**src/rtl/gate_bist_if.sv**
```systemverilog
// Bundle between a BIST tester and whoever controls it / owns the gate model.
// start is a level sampled only in IDLE or DONE; pattern_valid qualifies pattern_out; there is no back-pressure (no ready).
interface gate_bist_if #(
    parameter int PI_W = 11,
    parameter int PO_W = 10
);
    logic            start;
    logic            abort;
    logic [PO_W-1:0] expected_sig;
    logic [PO_W-1:0] response_in;
    logic [PI_W-1:0] pattern_out;
    logic            pattern_valid;
    logic            busy;
    logic            done;
    logic            pass;
    logic [PO_W-1:0] signature;

    modport master (
        output start, abort, expected_sig, response_in,
        input  pattern_out, pattern_valid, busy, done, pass, signature
    );

    modport slave (
        input  start, abort, expected_sig, response_in,
        output pattern_out, pattern_valid, busy, done, pass, signature
    );
endinterface

```
**src/rtl/gate_bist_tester.sv**
```systemverilog
// LFSR pattern generator + MISR response compactor for self-testing one combinational gate model.
// A run applies PATTERN_COUNT patterns, then compares the signature with expected_sig.
module gate_bist_tester #(
    parameter int          PI_W          = 11,
    parameter int          PO_W          = 10,
    parameter int          PATTERN_COUNT = 2047,
    parameter logic [10:0] LFSR_SEED     = 11'h001,
    parameter logic [9:0]  MISR_SEED     = 10'h000
) (
    input  logic        clk,
    input  logic        rst_n,
    gate_bist_if.slave  bus,
    output logic [1:0]  state_dbg
);
    typedef enum logic [1:0] {IDLE = 2'd0, RUN = 2'd1, DONE = 2'd2} state_t;

    localparam logic [11:0] LAST = 12'(PATTERN_COUNT - 1);

    state_t          state_q, state_n;
    logic [PI_W-1:0] lfsr_q, lfsr_n;
    logic [PO_W-1:0] misr_q, misr_n;
    logic [11:0]     count_q, count_n;
    logic            pass_q, pass_n;
    logic [PI_W-1:0] lfsr_step;
    logic [PO_W-1:0] misr_step;

    // x^11+x^9+1 and x^10+x^7+1; the response belongs to the pattern currently on pattern_out.
    assign lfsr_step = {lfsr_q[9:0], lfsr_q[10] ^ lfsr_q[8]};
    assign misr_step = {misr_q[8:0], misr_q[9] ^ misr_q[6]} ^ bus.response_in;

    always_ff @(posedge clk) begin
        if (!rst_n) begin
            state_q <= IDLE;
            lfsr_q  <= LFSR_SEED;
            misr_q  <= MISR_SEED;
            count_q <= 12'd0;
            pass_q  <= 1'b0;
        end else begin
            state_q <= state_n;
            lfsr_q  <= lfsr_n;
            misr_q  <= misr_n;
            count_q <= count_n;
            pass_q  <= pass_n;
        end
    end

    always_comb begin
        state_n = state_q;
        lfsr_n  = lfsr_q;
        misr_n  = misr_q;
        count_n = count_q;
        pass_n  = pass_q;
        case (state_q)
            IDLE: begin
                if (bus.start) begin
                    state_n = RUN;
                    lfsr_n  = LFSR_SEED;
                    misr_n  = MISR_SEED;
                    count_n = 12'd0;
                    pass_n  = 1'b0;
                end
            end
            RUN: begin
                // abort wins over completion; the partial signature stays visible.
                if (bus.abort) begin
                    state_n = IDLE;
                    lfsr_n  = LFSR_SEED;
                    pass_n  = 1'b0;
                end else begin
                    misr_n  = misr_step;
                    lfsr_n  = lfsr_step;
                    count_n = count_q + 12'd1;
                    if (count_q == LAST) begin
                        state_n = DONE;
                        pass_n  = (misr_step == bus.expected_sig);
                    end
                end
            end
            DONE: begin
                if (bus.start) begin
                    state_n = RUN;
                    lfsr_n  = LFSR_SEED;
                    misr_n  = MISR_SEED;
                    count_n = 12'd0;
                    pass_n  = 1'b0;
                end else if (bus.abort) begin
                    state_n = IDLE;
                    lfsr_n  = LFSR_SEED;
                    pass_n  = 1'b0;
                end
            end
            default: begin
                state_n = IDLE;
                lfsr_n  = LFSR_SEED;
                pass_n  = 1'b0;
            end
        endcase
    end

    assign bus.pattern_out   = lfsr_q;
    assign bus.signature     = misr_q;
    assign bus.pattern_valid = (state_q == RUN);
    assign bus.busy          = (state_q == RUN);
    assign bus.done          = (state_q == DONE);
    assign bus.pass          = pass_q;
    assign state_dbg         = state_q;
endmodule

```
**src/flat_wrapper.sv**
```systemverilog
// flat-port wrapper written by rule: the top's interface ports become plain ports
module gate_bist_tester_flat 
#(
    parameter int          PI_W          = 11,
    parameter int          PO_W          = 10,
    parameter int          PATTERN_COUNT = 2047,
    parameter logic [10:0] LFSR_SEED     = 11'h001,
    parameter logic [9:0]  MISR_SEED     = 10'h000
)
  (clk, rst_n, state_dbg, bus_start, bus_abort, bus_expected_sig, bus_response_in, bus_pattern_out, bus_pattern_valid, bus_busy, bus_done, bus_pass, bus_signature);
  gate_bist_if #(.PI_W(PI_W), .PO_W(PO_W)) bus_i ();
  input  logic clk;
  input  logic rst_n;
  output logic [1:0] state_dbg;
  input wire logic [$bits(bus_i.start)-1:0] bus_start;
  input wire logic [$bits(bus_i.abort)-1:0] bus_abort;
  input wire logic [$bits(bus_i.expected_sig)-1:0] bus_expected_sig;
  input wire logic [$bits(bus_i.response_in)-1:0] bus_response_in;
  output wire logic [$bits(bus_i.pattern_out)-1:0] bus_pattern_out;
  output wire logic [$bits(bus_i.pattern_valid)-1:0] bus_pattern_valid;
  output wire logic [$bits(bus_i.busy)-1:0] bus_busy;
  output wire logic [$bits(bus_i.done)-1:0] bus_done;
  output wire logic [$bits(bus_i.pass)-1:0] bus_pass;
  output wire logic [$bits(bus_i.signature)-1:0] bus_signature;
  assign bus_i.start = bus_start;
  assign bus_i.abort = bus_abort;
  assign bus_i.expected_sig = bus_expected_sig;
  assign bus_i.response_in = bus_response_in;
  assign bus_pattern_out = bus_i.pattern_out;
  assign bus_pattern_valid = bus_i.pattern_valid;
  assign bus_busy = bus_i.busy;
  assign bus_done = bus_i.done;
  assign bus_pass = bus_i.pass;
  assign bus_signature = bus_i.signature;
  gate_bist_tester #(.PI_W(PI_W), .PO_W(PO_W), .PATTERN_COUNT(PATTERN_COUNT), .LFSR_SEED(LFSR_SEED), .MISR_SEED(MISR_SEED)) u_core (.clk(clk), .rst_n(rst_n), .bus(bus_i), .state_dbg(state_dbg));
endmodule
```
**config.mk**
```make
export PLATFORM = sky130hd
export DESIGN_NAME = gate_bist_tester_flat
export DESIGN_NICKNAME = d
export VERILOG_FILES = /design/src/rtl/gate_bist_if.sv /design/src/rtl/gate_bist_tester.sv /design/src/flat_wrapper.sv
export SDC_FILE = /design/constraint.sdc
export NUM_CORES = 1
export LEC_CHECK = 0
export ABC_AREA = 1
export CORE_UTILIZATION = 35
export CTS_CLUSTER_SIZE = 20
export DETAILED_ROUTE_END_ITERATION = 10
export GPL_TIMING_DRIVEN = 0
export PLACE_DENSITY = 0.66
export SLEW_MARGIN = 15
export SYNTH_ARGS = -nofsm -noshare
export SYNTH_HDL_FRONTEND = slang
export SYNTH_SLANG_ARGS = --single-unit
```
**constraint.sdc**
```tcl
create_clock -name clk -period 1.9 [get_ports clk]
set_input_delay 0.38 -clock clk [delete_from_list [all_inputs] [get_ports clk]]
set_output_delay 0.38 -clock clk [all_outputs]
set_load 0.005 [all_outputs]
```
==> results_dict.tcl, run 1 <==
set metrics [dict create \
    areaGrowthSynthToFinish_pct 36.1 \
    fin_crit_ns 1.82 \
    cap_violations 0 \
    period_share_pct 95.7 \
    antenna_found_initial 0 \
    ff2ff_setup_slack_ns 0.55 \
    final_layout_size_suffix_gt1_share_pct 8.05 \
    finalMaxSlewViolations 0 \
    wl_mm 4.51 \
    initialDrtViolationCount 83 \
    dieArea_um2 5810 \
    cts-buffers-inserted 5 \
    r2r_end "u_core.bus.pattern_out[3]$_SDFFE_PN0P_" \
    viasPerCell 4.57 \
    setup_viol 0 \
    synth_nets 316 \
    min_path_type "reg2reg" \
    fmax_mhz 550 \
    fp.dieW_um 76.2 \
    port_buffers 50 \
    vias 1912 \
    worst_pin_slew_ns 0.529 \
    ant_nets 0 \
    p_leak_nw 1.10 \
    clk_pin_slew_worst_paths_ns 0.08 \
    synthTopCellsByArea "dfxtp_1 (37%), nand2_1 (19%), a21oi_1 (8.0%)" \
    nNetsFinal 373 \
    hold_end "u_core.count_q[9]$_SDFFE_PN0P_" \
    synth_flop_cell "dfxtp_1" \
    diodes 0 \
    synthTopCellsByCount "nand2_1 (99), inv_1 (39), dfxtp_1 (36)" \
    start_util_pct 37.0 \
    hold_viol 0 \
    max_slew_margin_pct 64.7 \
    grt_usage_pct 15.8 \
    tritoncts "built" \
    ir_drop_v 0.000307 \
    power_density_nw_per_um2 640 \
    min_path_cells 2 \
    critical_path_required_ns 1.52 \
    grt_max_degree 12 \
    die_h_um 76.2 \
    root_buffer "clkbuf_8" \
    synthCells 290 \
    grt_setup_unrepaired "false" \
    ys_warn_count 0 \
    drc 0 \
    syn_area_per_cell_um2 6.65 \
    finalWeightedCongestion 0.794 \
    synth_area_leader_cell "dfxtp_1" \
    grt_pass1_wl_mm 7.42 \
    synth-edff-count 0 \
    ys_seq_elements 36 \
    finalSetupTns_ns 0 \
    arrival_ns 1.44 \
    hp-start "u_core.count_q[9]$_SDFFE_PN0P_" \
    regToRegStartpoint "u_core.state_dbg[0]$_SDFFE_PN0P_" \
    clock_path_buffers 2 \
    timing.final.ws_setup_ns 0.0812 \
    cp_max_fo 5 \
    async_flop_share_pct 0 \
    dp_slack_ns 0.0894 \
    n_fill_cell 517 \
    core_area_um2 5200 \
    netlist_area_um2 1930 \
    io_pins 51 \
    critPathKind "reg2out" \
    worst_setup_path_start_kind "flop" \
    synth.distinct_cells 29 \
    synth_top_cell_area_share_pct 37.4 \
    first_global_vias 1688 \
    outcome "completed" \
    wl_per_cell_um 10.8 \
    cts.sinks 36 \
    insertion_delay_ns 0.29 \
    row_count 26 \
    skew_ns 0.00798 \
    hold_slack_ns 0.454 \
    synth_most_common_cell "nand2_1" \
    crit_path_start "u_core.state_dbg[0]$_SDFFE_PN0P_" \
    grt_overflow 0 \
    ys_seq_area_share_pct 37.4 \
    crit_path_end_kind "output pin" \
    htreeDepth 2 \
    detail_route.first_pass.iterations 4 \
    dp.final_hpwl_mm 3.47 \
    reg2reg_depth 6 \
]
[timing repair]
item / CTS / global route
gates resized for setup: 0 / 1
setup endpoints to repair: 0 / 1
hold buffers: 0 / 0
buffers inserted: 0 / 0
[flip-flops by register name (all words and copies together), names as in the netlist]
signal                  flops
u_core.bus.signature       10
u_core.state_dbg            2
u_core.bus.pass             1
u_core.count_q             12
u_core.bus.pattern_out     11
[layout make-up]
| type | count | area [um^2] | area share, % |
|---|---|---|---|
| clock buffers | 6 | 72.6 | 2.76 |
| flip-flops and latches | 36 | 722 | 27.5 |
| repair buffers | 50 | 500 | 19.1 |
| clock inverters | 2 | 35.0 | 1.33 |
| multi-input cells | 205 | 1020 | 38.7 |
| inverters | 42 | 158 | 6.01 |
| well taps | 70 | 87.6 | 3.34 |
| plain buffers | 7 | 33.8 | 1.29 |
[power breakdown]
part	internal, mW	switching (mW)	total, mW
registers	0.766	0.0131	0.779
clock network	0.390	0.284	0.673
logic	0.111	0.118	0.229
[per-stage QoR]
step / area, um^2 / util (%) / instances / power, mW
final: 2630 / 50.4 / 418 / 1.68
after global routing: 2630 / 50.4 / 418 / 1.76
after CTS: 2620 / 50.4 / 418 / 1.69
after detailed placement: 2520 / 48.3 / 410 / 1.03
after global placement: 2520 / 48.3 / 410 / 1.02
after floorplan: 1930 / - / 290 / 0.914
[routing by layer]
metal | GRT usage, % | up-vias | share of wire [%]
met2 | 26.5 | 38 | 45
met5 | 0 | - | 0
li1 | - | 1032 | -
met4 | 4.42 | 0 | 1.0
met3 | 4.43 | 4 | 4.6
met1 | 19.7 | 838 | 49
[worst max-delay path by stage]
| stage | to | depth (start not counted) |
|---|---|---|
| floorplan | u_core.count_q[10]$_SDFFE_PN0P_ | 9 |
| global placement | u_core.bus.pattern_out[9]$_SDFFE_PN0P_ | 7 |
| detailed placement | u_core.bus.pattern_out[8]$_SDFFE_PN0P_ | 7 |
| CTS | bus_pattern_valid | 4 |
| global route | bus_pattern_valid | 4 |
| finish | bus_pattern_valid | 4 |
[logic make-up (layout without fill, tap and decap cells)]
group	after synthesis	after routing	synth area share, %
DFF	36	36	37.4
buffers and inverters	49	107	9.93
AOI/OAI and AO/OA	42	42	11.4
xor gates and xnor gates	1	1	0.454
adders and majority gates	2	2	1.30
and+or+nand+nor	160	160	39.6
[critical path: stages (launching register included)]
cell	delay (ns)
dfxtp_2	0.38
inv_2	0.06
nor2_4	0.12
buf_4	0.12
clkdlybuf4s50_1	0.48
[layout by cell type, fill, tap and decap left out, types with 3 or more instances in the layout]
cell             count
nand4_1              3
inv_1               39
nor2_4               3
dfxtp_1             35
nand3b_1             6
nand3_1             23
o21ai_0              5
nor2_1              15
nand2_1             99
clkbuf_8             5
clkdlybuf4s50_1     50
inv_2                3
clkbuf_1             4
a21oi_1             31
nand2_4              3
buf_2                3
Note: power is estimated with default switching activity, not from simulation.
==> inputs of run 2 (changes only) <==
CTS_BUF_LIST = sky130_fd_sc_hd__clkbuf_16   (was default)
==> results_dict.tcl, run 2 (synthesis results as in run 1) <==
set metrics [dict create \
    vias 1918 \
    gr-usage-met1_pct 19.3 \
    mostFrequentLayoutCells "nand2_1 (99), clkdlybuf4s50_1 (50), inv_1 (40)" \
    finalWeightedCongestion 0.794 \
    timing.final.ws_setup_ns 0.0992 \
    grt_max_degree 12 \
    setup_viol 0 \
    grtUsageMet3_pct 4.79 \
    dp.final_hpwl_mm 3.47 \
    finalSetupTns_ns 0 \
    outcome "completed" \
    core_area_um2 5200 \
    power_density_nw_per_um2 719 \
    arrival_ns 1.42 \
    met2_usage_pct 27.3 \
    worst_setup_path_start_kind "flop" \
    grt_pass1_wl_mm 7.45 \
    detail_route.first_pass.iterations 4 \
    placedInstanceArea_um2 2520 \
    htreeDepth 2 \
    critical_path_required_ns 1.52 \
    skew_ns 0.00541 \
    fp.dieW_um 76.2 \
    insertion_delay_ns 0.28 \
    areaGrowthSynthToFinish_pct 39.1 \
    r2r_end "u_core.bus.pattern_out[8]$_SDFFE_PN0P_" \
    hold_buffers 0 \
    ir_drop_v 0.000390 \
    initialDrtViolationCount 86 \
    crit_path_end_kind "output pin" \
    endpoint "bus_pattern_valid" \
    finalMaxSlewViolations 0 \
    regToRegStartpoint "u_core.state_dbg[0]$_SDFFE_PN0P_" \
    min_path_type "reg2reg" \
    clk_pin_slew_worst_paths_ns 0.06 \
    start_util_pct 37.0 \
    dp_slack_ns 0.0894 \
    dieArea_um2 5810 \
    diodes 0 \
    largest_register_ffs 12 \
    cp_max_fo 5 \
    wl_per_cell_um 10.9 \
    max_slew_margin_pct 64.9 \
    period_share_pct 94.8 \
    final_layout_size_suffix_gt1_share_pct 8.05 \
    grt_setup_unrepaired "false" \
    n_fill_cell 517 \
    ff2ff_setup_slack_ns 0.56 \
    wl_mm 4.55 \
    ant_nets 0 \
    final_common_cell "nand2_1" \
    first_global_vias 1696 \
    fmax_mhz 555 \
    cts.sinks 36 \
    root_buffer "clkbuf_16" \
    worst_pin_slew_ns 0.526 \
    grt_usage_pct 16.0 \
    p_leak_nw 1.13 \
    io_pins 51 \
    cap_violations 0 \
    crit_path_start "u_core.state_dbg[0]$_SDFFE_PN0P_" \
    grt_overflow 0 \
    tritoncts "built" \
    reg2reg_depth 6 \
    drc 0 \
    viasPerCell 4.59 \
    final_area_um2 2680 \
    clock_path_buffers 2 \
    nNetsFinal 373 \
    antenna_found_initial 0 \
    critPathKind "reg2out" \
    fin_crit_ns 1.80 \
    die_h_um 76.2 \
    cts-buffers-inserted 5 \
    row_count 26 \
    grt_most_used_layer "met2" \
    hold_slack_ns 0.451 \
    hold_viol 0 \
    port_buffers 50 \
    top_register "u_core.count_q" \
]
run 2: timing repair:
action                                  in CTS  in global routing
setup buffers                                0                  0
endpoints found under the hold margin        0                  0
endpoints found under the setup margin       0                  1
gates resized for setup                      0                  1
run 2: final cells by class:
type / instances / area, um^2 / area share, %
buffer: 7 / 33.8 / 1.26
clock buffer: 5 / 125 / 4.67
clock inverter: 3 / 38.8 / 1.45
inverter: 42 / 158 / 5.88
multi-input combinational: 205 / 1020 / 37.9
sequential: 36 / 722 / 26.9
tap: 70 / 87.6 / 3.27
timing repair buffer: 50 / 500 / 18.7
run 2: how the worst min path moves through the flow:
stage,start,slack (ns),endpoint,cells after the start
2_1_floorplan,u_core.count_q[9]$_SDFFE_PN0P_,0.43,u_core.count_q[9]$_SDFFE_PN0P_,2
3_3_place_gp,u_core.count_q[9]$_SDFFE_PN0P_,0.44,u_core.count_q[9]$_SDFFE_PN0P_,2
3_5_place_dp,u_core.count_q[9]$_SDFFE_PN0P_,0.44,u_core.count_q[9]$_SDFFE_PN0P_,2
4_1_cts,u_core.count_q[9]$_SDFFE_PN0P_,0.45,u_core.count_q[9]$_SDFFE_PN0P_,2
5_1_grt,u_core.count_q[9]$_SDFFE_PN0P_,0.48,u_core.count_q[9]$_SDFFE_PN0P_,2
6_report,u_core.count_q[9]$_SDFFE_PN0P_,0.45,u_core.count_q[9]$_SDFFE_PN0P_,2
run 2: power breakdown:
| group | switching, mW | internal (mW) |
|---|---|---|
| combinational | 0.117 | 0.111 |
| sequential | 0.0130 | 0.767 |
| clock | 0.309 | 0.611 |
run 2: routing by layer:
metal / wire length [um] / vias up
met2: 2100 / 39
met1: 2220 / 842
met3: 189 / 4
li1: - / 1033
met4: 46 / 0
met5: 0 / -
run 2: stage by stage:
step	instances	power (mW)	utilization [%]
2_1_floorplan	290	0.914	-
3_3_place_gp	410	1.02	48.3
3_5_place_dp	410	1.03	48.3
4_1_cts	418	1.95	51.5
5_1_grt	418	2.02	51.5
6_report	418	1.93	51.5
run 2: critical path: stages, from the launching register on:
cell and delay, ns:
dfxtp_2 0.37, inv_2 0.06, nor2_4 0.12, buf_4 0.12, clkdlybuf4s50_1 0.48
